File: src/rtl/alu_rr_sched_if.sv
// Request and response channels between the requesters, the response consumer
// and the round-robin ALU scheduler.
interface alu_rr_sched_if #(
  parameter int NREQ = 4,
  parameter int IDW  = 2
);
  logic [NREQ-1:0]   req_valid;
  logic [NREQ-1:0]   req_ready;
  logic [8*NREQ-1:0] req_a;
  logic [8*NREQ-1:0] req_b;
  logic [3*NREQ-1:0] req_op;
  logic              rsp_valid;
  logic              rsp_ready;
  logic [7:0]        rsp_data;
  logic [IDW-1:0]    rsp_id;
  logic              rsp_err;

  // Requester / consumer side.
  modport master (
    output req_valid, req_a, req_b, req_op, rsp_ready,
    input  req_ready, rsp_valid, rsp_data, rsp_id, rsp_err
  );

  // Scheduler side.
  modport slave (
    input  req_valid, req_a, req_b, req_op, rsp_ready,
    output req_ready, rsp_valid, rsp_data, rsp_id, rsp_err
  );
endinterface

File: src/rtl/alu_rr_sched.sv
// Round-robin scheduler sharing one combinational 8-bit ALU among NREQ
// requesters. One operation in flight at a time: IDLE grants, EXEC lets the
// ALU settle on registered operands, RESP holds the result until consumed.
module alu_rr_sched #(
  parameter int NREQ = 4,
  parameter int IDW  = 2
) (
  input  logic              clk,
  input  logic              rst_n,
  alu_rr_sched_if.slave     bus,
  output logic [7:0]        alu_a,
  output logic [7:0]        alu_b,
  output logic [2:0]        alu_opcode,
  input  logic [7:0]        alu_out,
  output logic              busy
);

  typedef enum logic [1:0] {
    IDLE = 2'd0,
    EXEC = 2'd1,
    RESP = 2'd2
  } state_t;

  state_t         state_q, state_d;
  logic [IDW-1:0] ptr_q, ptr_d;
  logic [IDW-1:0] rsp_id_q, rsp_id_d;
  logic [7:0]     alu_a_q, alu_a_d;
  logic [7:0]     alu_b_q, alu_b_d;
  logic [2:0]     alu_op_q, alu_op_d;
  logic [7:0]     rsp_data_q, rsp_data_d;
  logic           rsp_err_q, rsp_err_d;
  logic           rsp_valid_q, rsp_valid_d;

  logic           grant_vld;
  logic [IDW-1:0] grant_idx;

  // Pick the first valid requester after the last grant, wrapping modulo NREQ.
  always_comb begin
    // NOTE: defaults first so every path assigns and no latch is inferred.
    grant_vld = 1'b0;
    grant_idx = '0;
    for (int k = 1; k <= NREQ; k++) begin
      if (!grant_vld && bus.req_valid[(int'(ptr_q) + k) % NREQ]) begin
        grant_vld = 1'b1;
        grant_idx = IDW'((int'(ptr_q) + k) % NREQ);
      end
    end
  end

  // State register: FSM state and round-robin pointer.
  always_ff @(posedge clk or negedge rst_n) begin
    if (!rst_n) begin
      state_q     <= IDLE;
      ptr_q       <= IDW'(NREQ - 1);
      rsp_valid_q <= 1'b0;
    end else begin
      // NOTE: non-blocking so every flop samples pre-edge values regardless of order.
      state_q     <= state_d;
      ptr_q       <= ptr_d;
      rsp_valid_q <= rsp_valid_d;
    end
  end

  // Datapath registers: ALU operands and captured response.
  always_ff @(posedge clk or negedge rst_n) begin
    if (!rst_n) begin
      alu_a_q    <= '0;
      alu_b_q    <= '0;
      alu_op_q   <= '0;
      rsp_data_q <= '0;
      rsp_id_q   <= '0;
      rsp_err_q  <= 1'b0;
    end else begin
      alu_a_q    <= alu_a_d;
      alu_b_q    <= alu_b_d;
      alu_op_q   <= alu_op_d;
      rsp_data_q <= rsp_data_d;
      rsp_id_q   <= rsp_id_d;
      rsp_err_q  <= rsp_err_d;
    end
  end

  // Next-state logic: grant in IDLE, capture in EXEC, wait for consumer in RESP.
  always_comb begin
    state_d     = state_q;
    ptr_d       = ptr_q;
    rsp_valid_d = rsp_valid_q;
    alu_a_d     = alu_a_q;
    alu_b_d     = alu_b_q;
    alu_op_d    = alu_op_q;
    rsp_data_d  = rsp_data_q;
    rsp_id_d    = rsp_id_q;
    rsp_err_d   = rsp_err_q;
    case (state_q)
      IDLE: begin
        if (grant_vld) begin
          alu_a_d  = bus.req_a[8*grant_idx +: 8];
          alu_b_d  = bus.req_b[8*grant_idx +: 8];
          alu_op_d = bus.req_op[3*grant_idx +: 3];
          rsp_id_d = grant_idx;
          ptr_d    = grant_idx;
          state_d  = EXEC;
        end
      end
      EXEC: begin
        rsp_data_d  = alu_out;
        rsp_err_d   = (alu_op_q == 3'd7);
        rsp_valid_d = 1'b1;
        state_d     = RESP;
      end
      RESP: begin
        if (bus.rsp_ready) begin
          rsp_valid_d = 1'b0;
          state_d     = IDLE;
        end
      end
      default: state_d = IDLE;
    endcase
  end

  // Output logic: one-hot grant only while IDLE, busy otherwise.
  always_comb begin
    bus.req_ready = '0;
    if (state_q == IDLE && grant_vld) begin
      bus.req_ready[grant_idx] = 1'b1;
    end
    busy = (state_q != IDLE);
  end

  assign alu_a         = alu_a_q;
  assign alu_b         = alu_b_q;
  assign alu_opcode    = alu_op_q;
  assign bus.rsp_valid = rsp_valid_q;
  assign bus.rsp_data  = rsp_data_q;
  assign bus.rsp_id    = rsp_id_q;
  assign bus.rsp_err   = rsp_err_q;

endmodule

File: src/flat_wrapper.sv
// flat-port wrapper written by rule: the top's interface ports become plain ports
module alu_rr_sched_flat 
#(
  parameter int NREQ = 4,
  parameter int IDW  = 2
)
  (clk, rst_n, alu_a, alu_b, alu_opcode, alu_out, busy, bus_req_valid, bus_req_a, bus_req_b, bus_req_op, bus_rsp_ready, bus_req_ready, bus_rsp_valid, bus_rsp_data, bus_rsp_id, bus_rsp_err);
  alu_rr_sched_if #(.NREQ(NREQ), .IDW(IDW)) bus_i ();
  input  logic clk;
  input  logic rst_n;
  output logic [7:0] alu_a;
  output logic [7:0] alu_b;
  output logic [2:0] alu_opcode;
  input  logic [7:0] alu_out;
  output logic busy;
  input wire logic [$bits(bus_i.req_valid)-1:0] bus_req_valid;
  input wire logic [$bits(bus_i.req_a)-1:0] bus_req_a;
  input wire logic [$bits(bus_i.req_b)-1:0] bus_req_b;
  input wire logic [$bits(bus_i.req_op)-1:0] bus_req_op;
  input wire logic [$bits(bus_i.rsp_ready)-1:0] bus_rsp_ready;
  output wire logic [$bits(bus_i.req_ready)-1:0] bus_req_ready;
  output wire logic [$bits(bus_i.rsp_valid)-1:0] bus_rsp_valid;
  output wire logic [$bits(bus_i.rsp_data)-1:0] bus_rsp_data;
  output wire logic [$bits(bus_i.rsp_id)-1:0] bus_rsp_id;
  output wire logic [$bits(bus_i.rsp_err)-1:0] bus_rsp_err;
  assign bus_i.req_valid = bus_req_valid;
  assign bus_i.req_a = bus_req_a;
  assign bus_i.req_b = bus_req_b;
  assign bus_i.req_op = bus_req_op;
  assign bus_i.rsp_ready = bus_rsp_ready;
  assign bus_req_ready = bus_i.req_ready;
  assign bus_rsp_valid = bus_i.rsp_valid;
  assign bus_rsp_data = bus_i.rsp_data;
  assign bus_rsp_id = bus_i.rsp_id;
  assign bus_rsp_err = bus_i.rsp_err;
  alu_rr_sched #(.NREQ(NREQ), .IDW(IDW)) u_core (.clk(clk), .rst_n(rst_n), .bus(bus_i), .alu_a(alu_a), .alu_b(alu_b), .alu_opcode(alu_opcode), .alu_out(alu_out), .busy(busy));
endmodule
File: config.mk
export PLATFORM = sky130hd
export DESIGN_NAME = alu_rr_sched_flat
export DESIGN_NICKNAME = d
export VERILOG_FILES = /design/src/rtl/alu_rr_sched_if.sv /design/src/rtl/alu_rr_sched.sv /design/src/flat_wrapper.sv
export SDC_FILE = /design/constraint.sdc
export NUM_CORES = 1
export LEC_CHECK = 0
export BUFFER_PORTS_ARGS = -buffer_cell sky130_fd_sc_hd__buf_2
export CORE_AREA = 2 2 77 79
export CTS_CLUSTER_DIAMETER = 60
export DETAILED_ROUTE_END_ITERATION = 7
export DIE_AREA = 0 0 79 81
export PLACE_DENSITY = 0.86
export RECOVER_POWER = 50
export SYNTH_ARGS = -nofsm -noshare
export SYNTH_HDL_FRONTEND = slang
export SYNTH_SLANG_ARGS = --single-unit
File: constraint.sdc
create_clock -name clk -period 2.04 [get_ports clk]
set_input_delay 0.204 -clock clk [delete_from_list [all_inputs] [get_ports clk]]
set_output_delay 0.204 -clock clk [all_outputs]
set_load 0.02 [all_outputs]
* Word-level counts from Yosys, hierarchy flattened *
Index checks and enable logic that the tools add are counted.

storage, ports and cells
  RAM bits = 0
  memory bits (read-only) = 0
  memories kept = 0
  latch bits = 0
  output and inout bits = 36
  register bits = 35
  input port bits = 91
  word-level logic and storage cells = 78

cells by class
  div/mod/pow operators = 0
  shift operators = 3
  multiplexer cells = 28
  equal/unequal tests = 5
  bitwise gates (word level) = 4
  reduce and logical (&&, ||, !) cells = 18
  magnitude comparators = 6
  multiply operators = 1
  $add $sub $neg = 4

operators with widths
  operator             count
  $shiftx 32x6->8      2
  $lt 3x4->1 const B   4
  $mux 1               14
  $mux 2               6
  $shiftx 12x5->3      1
  $bmux 1 s2           4
  $reduce_or 2->1      4
  $pmux 2 s3           1
  $reduce_and 2->1     3
  $logic_and 1x1->1    5
  $add 2x1->2 const B  2
  $add 2x2->2 const B  2
  $and 1x1->1 const A  4
  $mul 2x2->4 const A  1
  $mux 4               1
  $reduce_bool 2->1    2
  $eq 3x3->1 const B   1
  $logic_not 1->1      3
  $lt 2x3->1 const B   1
  $demux 1 s2          1
  $eq 2x1->1 const B   1
  $eq 2x2->1 const B   1
  $ge 2x1->1 const B   1
  $logic_not 2->1      1
  other kinds (3)      3

* Longest topological paths before layout *
Gate-level depths: netlist of the first run.

  word-level depth = 21
  gate-level depth with buffers = 8
  gate-level depth less buffers = 5

* Least setup slack after synthesis of the first run *
Ideal clock, no wire load.

  path kind = register -> output
  start = register u_core.state_q[1]
  end = output port bus_req_ready[3]
  stages on the path, launching flop included = 7
  arrival time = 1.960 ns
  data required time = 1.836 ns
  buffers on the path = 2
  setup slack = -0.124 ns
  cells stage by stage = dfrtp_1 or2_1 or2_0 buf_2 a2111o_1 buf_6 nor2b_1

between the ends
  word-level cells in the longest chain between the ends = 3

RTL lines
  element                 line                 RTL
  start, declared         alu_rr_sched.sv:24   state_t state_q, state_d;
  start signal, assigned  alu_rr_sched.sv:58   state_q <= state_d;
  $logic_not 2->1         alu_rr_sched.sv:124  if (state_q == IDLE && grant_vld) begin
  $logic_and 1x1->1       alu_rr_sched.sv:124
  $mux 4                  alu_rr_sched.sv:124
  end, declared           flat_wrapper.sv:21   output wire logic [$bits(bus_i.req_ready)-1:0] bus_req_ready;

No other way between the ends.

* Worst setup path after layout of the first run *
  start = register u_core.ptr_q[1]
  end = output port bus_req_ready[0]

between the ends
  word-level cells in the longest chain between the ends = 19
  elaborated cells on any way between the ends = 37
  those cells by class = add/sub (4); order compare (2); mux (23); reduce/logical (8)

RTL lines
  element                                                                line                                    RTL
  start, declared                                                        alu_rr_sched.sv:25                      logic [IDW-1:0] ptr_q, ptr_d;
  start signal, assigned                                                 alu_rr_sched.sv:54                      ptr_q <= IDW'(NREQ - 1);
  start signal, assigned                                                 alu_rr_sched.sv:59                      ptr_q <= ptr_d;
  $add 2x1->2                                                            alu_rr_sched.sv:43, alu_rr_sched.sv:45
  $bmux 1 s2                                                             alu_rr_sched.sv:43                      if (!grant_vld && bus.req_valid[(int'(ptr_q) + k) % NREQ]) begin
  $mux 1 (not written as such) (2 in a row)                              alu_rr_sched.sv:43
  $mux 1                                                                 alu_rr_sched.sv:43
  $logic_not 1->1                                                        alu_rr_sched.sv:43
  $logic_and 1x1->1                                                      alu_rr_sched.sv:43
  $mux 1                                                                 alu_rr_sched.sv:43
  $logic_not 1->1                                                        alu_rr_sched.sv:43
  [... 2 more ...]                                                       --
  $logic_not 1->1                                                        alu_rr_sched.sv:43
  $logic_and 1x1->1                                                      alu_rr_sched.sv:43
  $mux 2                                                                 alu_rr_sched.sv:43
  $lt 2x3->1 (not written as such) / $ge 2x1->1 (equally long branches)  alu_rr_sched.sv:125                     bus.req_ready[grant_idx] = 1'b1;
  $logic_and 1x1->1 (not written as such)                                alu_rr_sched.sv:125
  $mux 1 (not written as such)                                           alu_rr_sched.sv:125
  $demux 1 s2                                                            --
  $mux 4 (*)                                                             alu_rr_sched.sv:124

Mark *: on every way between the ends. The rest lies on a longest branch, timed or not. The select of a mux whose other input is x is not followed.

==> results of run 1 <==
-- worst paths after layout --
path,from,endpoint,slack [ps],cells after the start
min in group asynchronous,rst_n,u_core.bus.rsp_id[1],460,1
worst max-delay path,u_core.ptr_q[1],bus_req_ready[0],-90,6
worst max register to register,u_core.ptr_q[1],u_core.alu_a[5],-20,7
worst min register to register,u_core.bus.rsp_id[1],u_core.bus.rsp_id[1],500,2
max in group asynchronous,rst_n,u_core.alu_a[7],470,1
worst min-delay path,alu_out[1],u_core.bus.rsp_data[1],150,2
-- Yosys cell counts (all sizes together) --
cell type,number
nor2,27
dfrtp,33
a21boi,19
mux2,9
buf,8
nand4,1
and2b,1
nor4,1
a21oi,3
a32oi,1
and2,3
inv,7
nand2,3
a211oi,39
a31oi,1
or2,2
a2111o,1
nor2b,1
mux2i,19
clkbuf,9
nor3b,1
o21ai,6
a21o,1
a22oi,1
or2b,1
dfstp,2
-- sequential cells by signal (all words and copies together), names as in the netlist --
register	count
u_core.alu_a	8
u_core.alu_b	8
u_core.alu_opcode	3
u_core.bus.rsp_data	8
u_core.bus.rsp_err	1
u_core.bus.rsp_id	2
u_core.bus.rsp_valid	1
u_core.ptr_q	2
u_core.state_q	2
-- report_power, final --
group / switching, mW / internal (mW)
logic: 1.75 / 1.36
clock network: 0.253 / 0.489
registers: 0.191 / 1.07
total: 2.19 / 2.92
-- cell usage in the layout, fill, tap and decap left out, drive strengths merged --
master	count
clkbuf	16
and2b	1
a21o	1
or2	2
or2b	1
nor3b	1
dfrtp	33
mux2	9
mux2i	19
a22oi	1
bufinv	2
o21ai	6
a32oi	1
nand2	3
nor2b	1
a21oi	3
a21boi	19
nand4	1
nor4	1
a31oi	1
a2111o	1
a211oi	39
buf	137
dfstp	2
and2	3
inv	7
nor2	27
-- logic make-up (layout without fill, tap and decap cells) --
group                  after synthesis  in the layout  synth area share, %
AO/OA/AOI/OAI                       72             72                 29.7
buffers and inverters               24            162                 8.08
multiplexers                        28             28                 13.4
AND/OR/NAND/NOR                     41             41                 8.60
flip-flops                          35             35                 40.3
-- metrics by stage --
step / setup slack, ps / hold WS [ps] / TNS [ps] / instance area (um^2)
CTS: -58.2 / 29.2 / -186 / 3130
finish: -85.9 / 152 / -192 / 3280
global placement: 93.7 / 332 / 0 / 2910
detailed placement: 37.2 / 341 / 0 / 2910
global route: -150 / 149 / -1220 / 3280
floorplan: 23.4 / -91.6 / 0 / 2200
-- timing repair --
action	in CTS	in global routing
pin swaps	5	9
resized for setup	15	22
cloned	0	3
buffers inserted	6	1
setup endpoints to repair	4	23
-- metal layers --
metal	vias to the layer above	routed length, um
met4	0	162
met5	-	0
met1	1008	2700
met3	16	397
li1	1011	-
met2	105	3370
-- layout make-up --
class                      instances  area (um^2)  area share, %
clock inverter                     2         60.1           1.83
inverter                           7         26.3          0.800
clock buffer                       6         72.6           2.21
tap                               75         93.8           2.86
sequential                        35          878           26.8
multi-input combinational        141         1270           38.7
timing repair buffer             147          882           26.9
==> impl_metrics.json, run 1 <==
{
  "status": "complete, but fails checks",
  "violations": "max-capacitance violations, max-slew violations, negative setup slack",
  "leakage_nw": 1.50,
  "maxSlewViolCount": 36,
  "gr-usage-met1_pct": 22.9,
  "fill_cells": 521,
  "fin_skew_ps": 1.00,
  "floorplan.core_area_um2": 5680,
  "seq_area_frac_synth_pct": 40.3,
  "port_buffers": 126,
  "syn_area_um2": 2180,
  "synth_top_area_share_pct": 37.8,
  "instances_no_fill": 413,
  "dieArea_um2": 6400,
  "hold_class": "input port to register",
  "critPathLaunchType": "register",
  "syn_to_final_growth_pct": 50.5,
  "grt_antenna_before_repair": 0,
  "crit_fanout": 3,
  "post-dp-hpwl_um": 4630,
  "timing.fmax_mhz": 470,
  "finalWorstSetupSlack_ps": -85.9,
  "drtAntennaViolNets": 0,
  "vias": 2140,
  "cts_root_buf": "clkbuf_8",
  "firstDrtPassIters": 4,
  "gp_congestion": 0.806,
  "rows": 28,
  "cpLargestDelayFamily": "flip-flops",
  "drcViolationCount": 0,
  "required_ps": 1840,
  "cts_num_sinks": 35,
  "ir_drop_mv": 0.693,
  "yosys-top-cells-area": "dfrtp_1 (38%), a211oi_2 (14%), mux2i_1 (8.7%), a21boi_0 (6.2%), a211oi_1 (4.8%)",
  "grt_pass1_vias": 2072,
  "grt_pass1_wl_um": 9540,
  "finalSetupViolCount": 10,
  "grt.total_usage_pct": 19.0,
  "synth.largest_area_cell": "dfrtp_1",
  "avgRoutedWirePerCell_um": 16.0,
  "max_slew_margin_pct": -29.2,
  "vias_per_cell": 5.18,
  "busiest_layer": "met2",
  "ys_warn_count": 0,
  "fp.dieW_um": 79,
  "nets": 428,
  "cts_hold_buf": 0,
  "cts_buffers": 5,
  "drtIter0Drc": 55,
  "n_antenna_cell": 0,
  "rsz0062_at_grt": "true",
  "htreeDepth": 2,
  "synthCells": 200,
  "tightestPinTransition_ps": 1940,
  "critical_path.most_common_cell": "and2_4",
  "timing.final.crit_share_pct": 104,
  "crit_slowest_cell": "dfstp_2",
  "initial_core_util_pct": 38.4,
  "endpoint_kind": "output port",
  "cts_buffer_depth": 2,
  "finish.utilization_pct": 57.8,
  "dpl.cell_count": 397,
  "path_buf_inv": 2,
  "clk-insertion-delay-late_ps": 280,
  "path_clk_slew_ps": 70,
  "fp.dieH_um": 81,
  "worst_path_largest_cell_delay_ps": 550,
  "grt.met2_usage_pct": 33.2,
  "design_power_total_mw": 5.11,
  "fin_crit_ps": 2130,
  "synth_nets": 291,
  "crit_type": "register to output port",
  "arrival_ps": 1920,
  "p_per_area_nw_per_um2": 1550,
  "finalHoldViolCount": 0,
  "synth_seq_cells": 35,
  "drive_gt1_share_pct": 60.9,
  "crit_chain": "mux2_4, a32oi_4, and2_4, buf_12, and2_4, buf_6",
  "grt_max_degree": 36,
  "gr-total-overflow": 0,
  "synthDistinctLibCells": 36,
  "io_pins": 127,
  "cap_violations": 1,
  "synth.avg_cell_area_um2": 10.9,
  "drt_wl_total_um": 6630,
  "gr-usage-met3_pct": 2.67,
  "cts_tree": "yes"
}
(Power assumes the default switching activity.)
==> inputs of run 2 (changes only) <==
==> constraint.sdc (replaced) <==
create_clock -name clk -period 2.04 [get_ports clk]
set_input_delay 0.204 -clock clk [delete_from_list [all_inputs] [get_ports clk]]
set_output_delay 0.204 -clock clk [all_outputs]
set_load 0.005 [all_outputs]
==> run 2 against run 1 <==
Effect of this change:
- the flow still finishes with violations (max-capacitance violations, max-slew violations, negative setup slack)
- critical endpoint unchanged
- largest power group unchanged
- global-route usage is 0.24 points higher
- sequential share of layout area is 0.42 points higher
- fmax is 2.1% higher
- combinational power is 15% lower
- cell count is 0.73% higher
==> impl_metrics.json, run 2 (synthesized netlist as in run 1, its figures left out) <==
{
  "vias": 2131,
  "fp.dieH_um": 81,
  "endpoint_kind": "output port",
  "dpl_cell_area_um2": 2920,
  "critPathLaunchType": "register",
  "cts_tree": "yes",
  "cts_buffer_depth": 2,
  "port_buffers": 126,
  "clk-insertion-delay-late_ps": 290,
  "drive_gt1_share_pct": 61.6,
  "violations": "max-capacitance violations, max-slew violations, negative setup slack",
  "layout_commonest_cell": "buf_2",
  "cts_buffers": 5,
  "hold_class": "input port to register",
  "switching_share_pct": 39.5,
  "grt.total_usage_pct": 19.3,
  "fin_crit_ps": 2080,
  "cts_root_buf": "clkbuf_8",
  "gr-total-overflow": 0,
  "power_frac_comb_pct": 59.1,
  "fin_area_um2": 3230,
  "grt_pass1_wl_um": 9570,
  "firstDrtPassIters": 4,
  "tightestPinTransition_ps": 1890,
  "fin_skew_ps": 7.66,
  "nets": 431,
  "required_ps": 1840,
  "drtIter0Drc": 86,
  "initial_core_util_pct": 38.4,
  "maxSlewViolCount": 36,
  "p_int_mw": 2.70,
  "grt_pass1_vias": 2114,
  "fp.dieW_um": 79,
  "path_clk_slew_ps": 80,
  "floorplan.core_area_um2": 5680,
  "grt_max_degree": 36,
  "htreeDepth": 2,
  "leakage_nw": 1.49,
  "clkPwrFrac_pct": 12.7,
  "syn_to_final_growth_pct": 48.1,
  "p_per_area_nw_per_um2": 1380,
  "drcViolationCount": 0,
  "status": "complete, but fails checks",
  "grt_antenna_before_repair": 0,
  "pwr-share-seq_pct": 28.2,
  "finalSetupViolCount": 2,
  "cap_violations": 1,
  "rsz0062_at_grt": "true",
  "post-dp-hpwl_um": 4620,
  "arrival_ps": 1880,
  "avgRoutedWirePerCell_um": 15.2,
  "timing.fmax_mhz": 480,
  "timing.final.crit_share_pct": 102,
  "drt_wl_total_um": 6330,
  "crit_type": "register to output port",
  "crit_fanout": 3,
  "design_power_total_mw": 4.46,
  "cts_hold_buf": 0,
  "finalWorstSetupSlack_ps": -42.1,
  "power.switching_mw": 1.76,
  "dp_slack_ps": 3.08,
  "vias_per_cell": 5.12,
  "n_antenna_cell": 0,
  "max_slew_margin_pct": -26.0,
  "final_cell_mix": "buf_2 (122), dfrtp_1 (33), a211oi_2 (29), nor2_1 (26), a21boi_0 (18)",
  "rows": 28,
  "drtAntennaViolNets": 0,
  "io_pins": 127,
  "cts_num_sinks": 35,
  "dieArea_um2": 6400,
  "finalHoldViolCount": 0,
  "gp_congestion": 0.786,
  "hold_slack_ps": 144,
  "ir_drop_mv": 0.561
}
==> run 2: final timing paths <==
check                                startpoint                endpoint  slack, ps  cells past startpoint
max                             u_core.ptr_q[1]        bus_req_ready[0]        -40                      6
min                                  alu_out[3]  u_core.bus.rsp_data[3]        140                      2
max reg2reg                     u_core.ptr_q[1]         u_core.alu_b[3]        -20                      7
min reg2reg                u_core.bus.rsp_id[0]    u_core.bus.rsp_id[0]        500                      2
max in group asynchronous                 rst_n         u_core.alu_a[7]        520                      1
min in group asynchronous                 rst_n  u_core.bus.rsp_data[4]        430                      1
==> run 2: critical path: stages (launching register included) <==
cell and delay [ps]:
dfstp_2 550, mux2_4 320, a32oi_4 200, and2_4 200, buf_12 100, and2_1 110, buf_2 100
==> run 2: stage by stage <==
stage,instances,setup TNS [ps],utilization (%)
2_1_floorplan,200,0,-
3_3_place_gp,399,0,51.4
3_5_place_dp,399,0,51.4
4_1_cts,415,-80.6,55.1
5_1_grt,416,-1070,56.9
6_report,416,-58.9,56.9
==> run 2: power by group through the flow <==
stage / Clock, mW / Combinational (mW) / Sequential (mW)
finish: 0.567 / 2.64 / 1.26
global route: 0.612 / 2.89 / 1.30
CTS: 0.578 / 2.51 / 1.26
detailed placement: 0 / 2.31 / 1.28
global placement: 0 / 2.23 / 1.25
floorplan: 0 / 1.47 / 1.30
==> run 2: repair_timing <==
action                                  CTS  global route
endpoints found under the setup margin    8            23
setup buffers                             8             1
pin swaps                                 5             5
cloned                                    0             1
resized for setup                        13            19
==> run 2: area by class of cell <==
cell class	count	area, um^2
Clock buffer	7	96.3
Tap cell	75	93.8
Multi-Input combinational cell	141	1260
Sequential cell	35	878
Fill cell	503	2440
Clock inverter	1	7.51
Inverter	7	26.3
Timing Repair Buffer	150	872
==> run 2: routing by layer <==
metal / part of all wire, % / GRT usage, % / up-vias
met1: 39 / 21.9 / 1008
met5: 0 / 0 / -
met3: 5.9 / 3.33 / 12
li1: - / - / 1020
met2: 53 / 35.0 / 91
met4: 2.0 / 9.48 / 0
==> inputs of run 3 (changes only) <==
--- a/config.mk
+++ b/config.mk
@@ -12,6 +12,7 @@
 export DIE_AREA = 0 0 79 81
 export PLACE_DENSITY = 0.86
 export RECOVER_POWER = 50
+export SKIP_LAST_GASP = 1
 export SYNTH_ARGS = -nofsm -noshare
 export SYNTH_HDL_FRONTEND = slang
 export SYNTH_SLANG_ARGS = --single-unit
==> run 3 against run 2 <==
Effect of this change:
- the flow still finishes with violations (max-capacitance violations, max-slew violations, negative setup slack)
- critical path depth is the same
- combinational power about the same
- register-to-register slack barely moved
- core utilization down 0.066 points
- sequential share of layout area is essentially flat
- cell count unchanged
- non-clock buffer count stayed put
- power about the same
- sequential power about the same
- via count unchanged
- setup slack better by 4.8 ps
==> impl_metrics.json, run 3 (synthesized netlist as in run 1, its figures left out) <==
{
  "nets": 431,
  "rows": 28,
  "drive_gt1_share_pct": 61.3,
  "layout_commonest_cell": "buf_2",
  "drcViolationCount": 0,
  "n_antenna_cell": 0,
  "cpLargestDelayFamily": "flip-flops",
  "cts_buffer_depth": 2,
  "crit_fanout": 3,
  "whs_path_depth": 2,
  "vias": 2131,
  "r2r_setup_slack_ps": -20,
  "fill_cells": 505,
  "cts_buffers": 5,
  "hold_start": "alu_out[3]",
  "drtAntennaViolNets": 0,
  "status": "complete, but fails checks",
  "tightestPinTransition_ps": 1890,
  "fin_crit_ps": 2080,
  "syn_to_final_growth_pct": 47.9,
  "drt_wl_total_um": 6350,
  "cap_violations": 1,
  "clk-insertion-delay-late_ps": 290,
  "dieArea_um2": 6400,
  "avgRoutedWirePerCell_um": 15.3,
  "grt_pass1_vias": 2114,
  "whs_endpoint": "u_core.bus.rsp_data[3]",
  "grt_max_degree": 36,
  "required_ps": 1840,
  "r2r-start": "u_core.ptr_q[1]",
  "dpl_cell_area_um2": 2920,
  "timing.final.crit_share_pct": 102,
  "grt_antenna_before_repair": 0,
  "maxSlewViolCount": 36,
  "worst_path_largest_cell_delay_ps": 550,
  "finalHoldViolCount": 0,
  "drtIter0Drc": 78,
  "crit_chain": "mux2_4, a32oi_4, and2_4, buf_12, and2_1, buf_2",
  "path_clk_slew_ps": 80,
  "fin_area_um2": 3230,
  "ir_drop_mv": 0.563,
  "grt_pass1_wl_um": 9570,
  "firstDrtPassIters": 4,
  "htreeDepth": 2,
  "dp_slack_ps": 3.08,
  "finalWorstSetupSlack_ps": -37.3,
  "cts_num_sinks": 35,
  "initial_core_util_pct": 38.4,
  "rsz0062_at_grt": "true",
  "vias_per_cell": 5.12,
  "max_slew_margin_pct": -26.3,
  "crit_slowest_cell": "dfstp_2",
  "floorplan.core_area_um2": 5680,
  "arrival_ps": 1870,
  "setup_tns_ps": -54.7,
  "final_cell_mix": "buf_2 (122), dfrtp_1 (33), a211oi_2 (29), nor2_1 (26), a21boi_0 (18)",
  "post-dp-hpwl_um": 4620,
  "r2r_cells": 7,
  "gp_congestion": 0.786,
  "fin_skew_ps": 7.66,
  "p_per_area_nw_per_um2": 1380,
  "fp.dieW_um": 79,
  "path_buf_inv": 2,
  "io_pins": 127,
  "hold_slack_ps": 144,
  "reg2reg_to": "u_core.alu_b[3]",
  "port_buffers": 126,
  "crit_type": "register to output port",
  "design_power_total_mw": 4.46,
  "violations": "max-capacitance violations, max-slew violations, negative setup slack",
  "leakage_nw": 1.49,
  "cts_root_buf": "clkbuf_8",
  "hold_class": "input port to register",
  "timing.fmax_mhz": 481,
  "finalSetupViolCount": 3,
  "fp.dieH_um": 81,
  "endpoint_kind": "output port",
  "cts_tree": "yes",
  "grt.total_usage_pct": 19.3,
  "critPathLaunchType": "register",
  "gr-total-overflow": 0
}
==> run 3: area by class of cell <==
cell class | instances | area [um^2] | area share, %
clock buffer | 7 | 96.3 | 2.98
timing repair buffer | 150 | 872 | 27.0
sequential | 35 | 878 | 27.2
clock inverter | 1 | 7.51 | 0.233
multi-input combinational | 141 | 1250 | 38.8
tap | 75 | 93.8 | 2.91
inverter | 7 | 26.3 | 0.814
==> run 3: report_power, final <==
| part | switching, mW | leakage, nW | total [mW] | internal, mW |
|---|---|---|---|---|
| registers | 0.190 | 0.396 | 1.26 | 1.07 |
| clock network | 0.259 | 0.0505 | 0.567 | 0.307 |
| logic | 1.31 | 1.04 | 2.64 | 1.32 |
==> run 3: worst max-delay path by stage <==
stage,depth (start not counted),from,to,slack [ps]
6_report,6,u_core.ptr_q[1],bus_req_ready[0],-40
5_1_grt,6,u_core.ptr_q[1],bus_req_ready[0],-110
4_1_cts,6,u_core.ptr_q[1],bus_req_ready[0],-50
3_5_place_dp,6,u_core.ptr_q[1],u_core.alu_b[3],3
3_3_place_gp,6,u_core.ptr_q[1],bus_req_ready[0],100
2_1_floorplan,7,u_core.ptr_q[1],bus_req_ready[0],100
==> run 3: repair_timing <==
item	in CTS	in global routing
pin swaps	5	5
buffers inserted	8	1
setup endpoints to repair	8	23
resized for setup	13	18
endpoints found under the hold margin	0	0
hold buffers	0	0
cloned	0	1
==> run 3: layer usage <==
layer	routed length (um)	track usage, %
met3	364	3.33
met2	3340	35.0
met1	2510	21.9
met4	133	9.48
met5	0	0
==> run 3: through the flow <==
| stage | instances | utilization, % |
|---|---|---|
| 6_report | 416 | 56.9 |
| 5_1_grt | 416 | 56.9 |
| 4_1_cts | 415 | 55.1 |
| 3_5_place_dp | 399 | 51.4 |
| 3_3_place_gp | 399 | 51.4 |
| 2_1_floorplan | 200 | - |
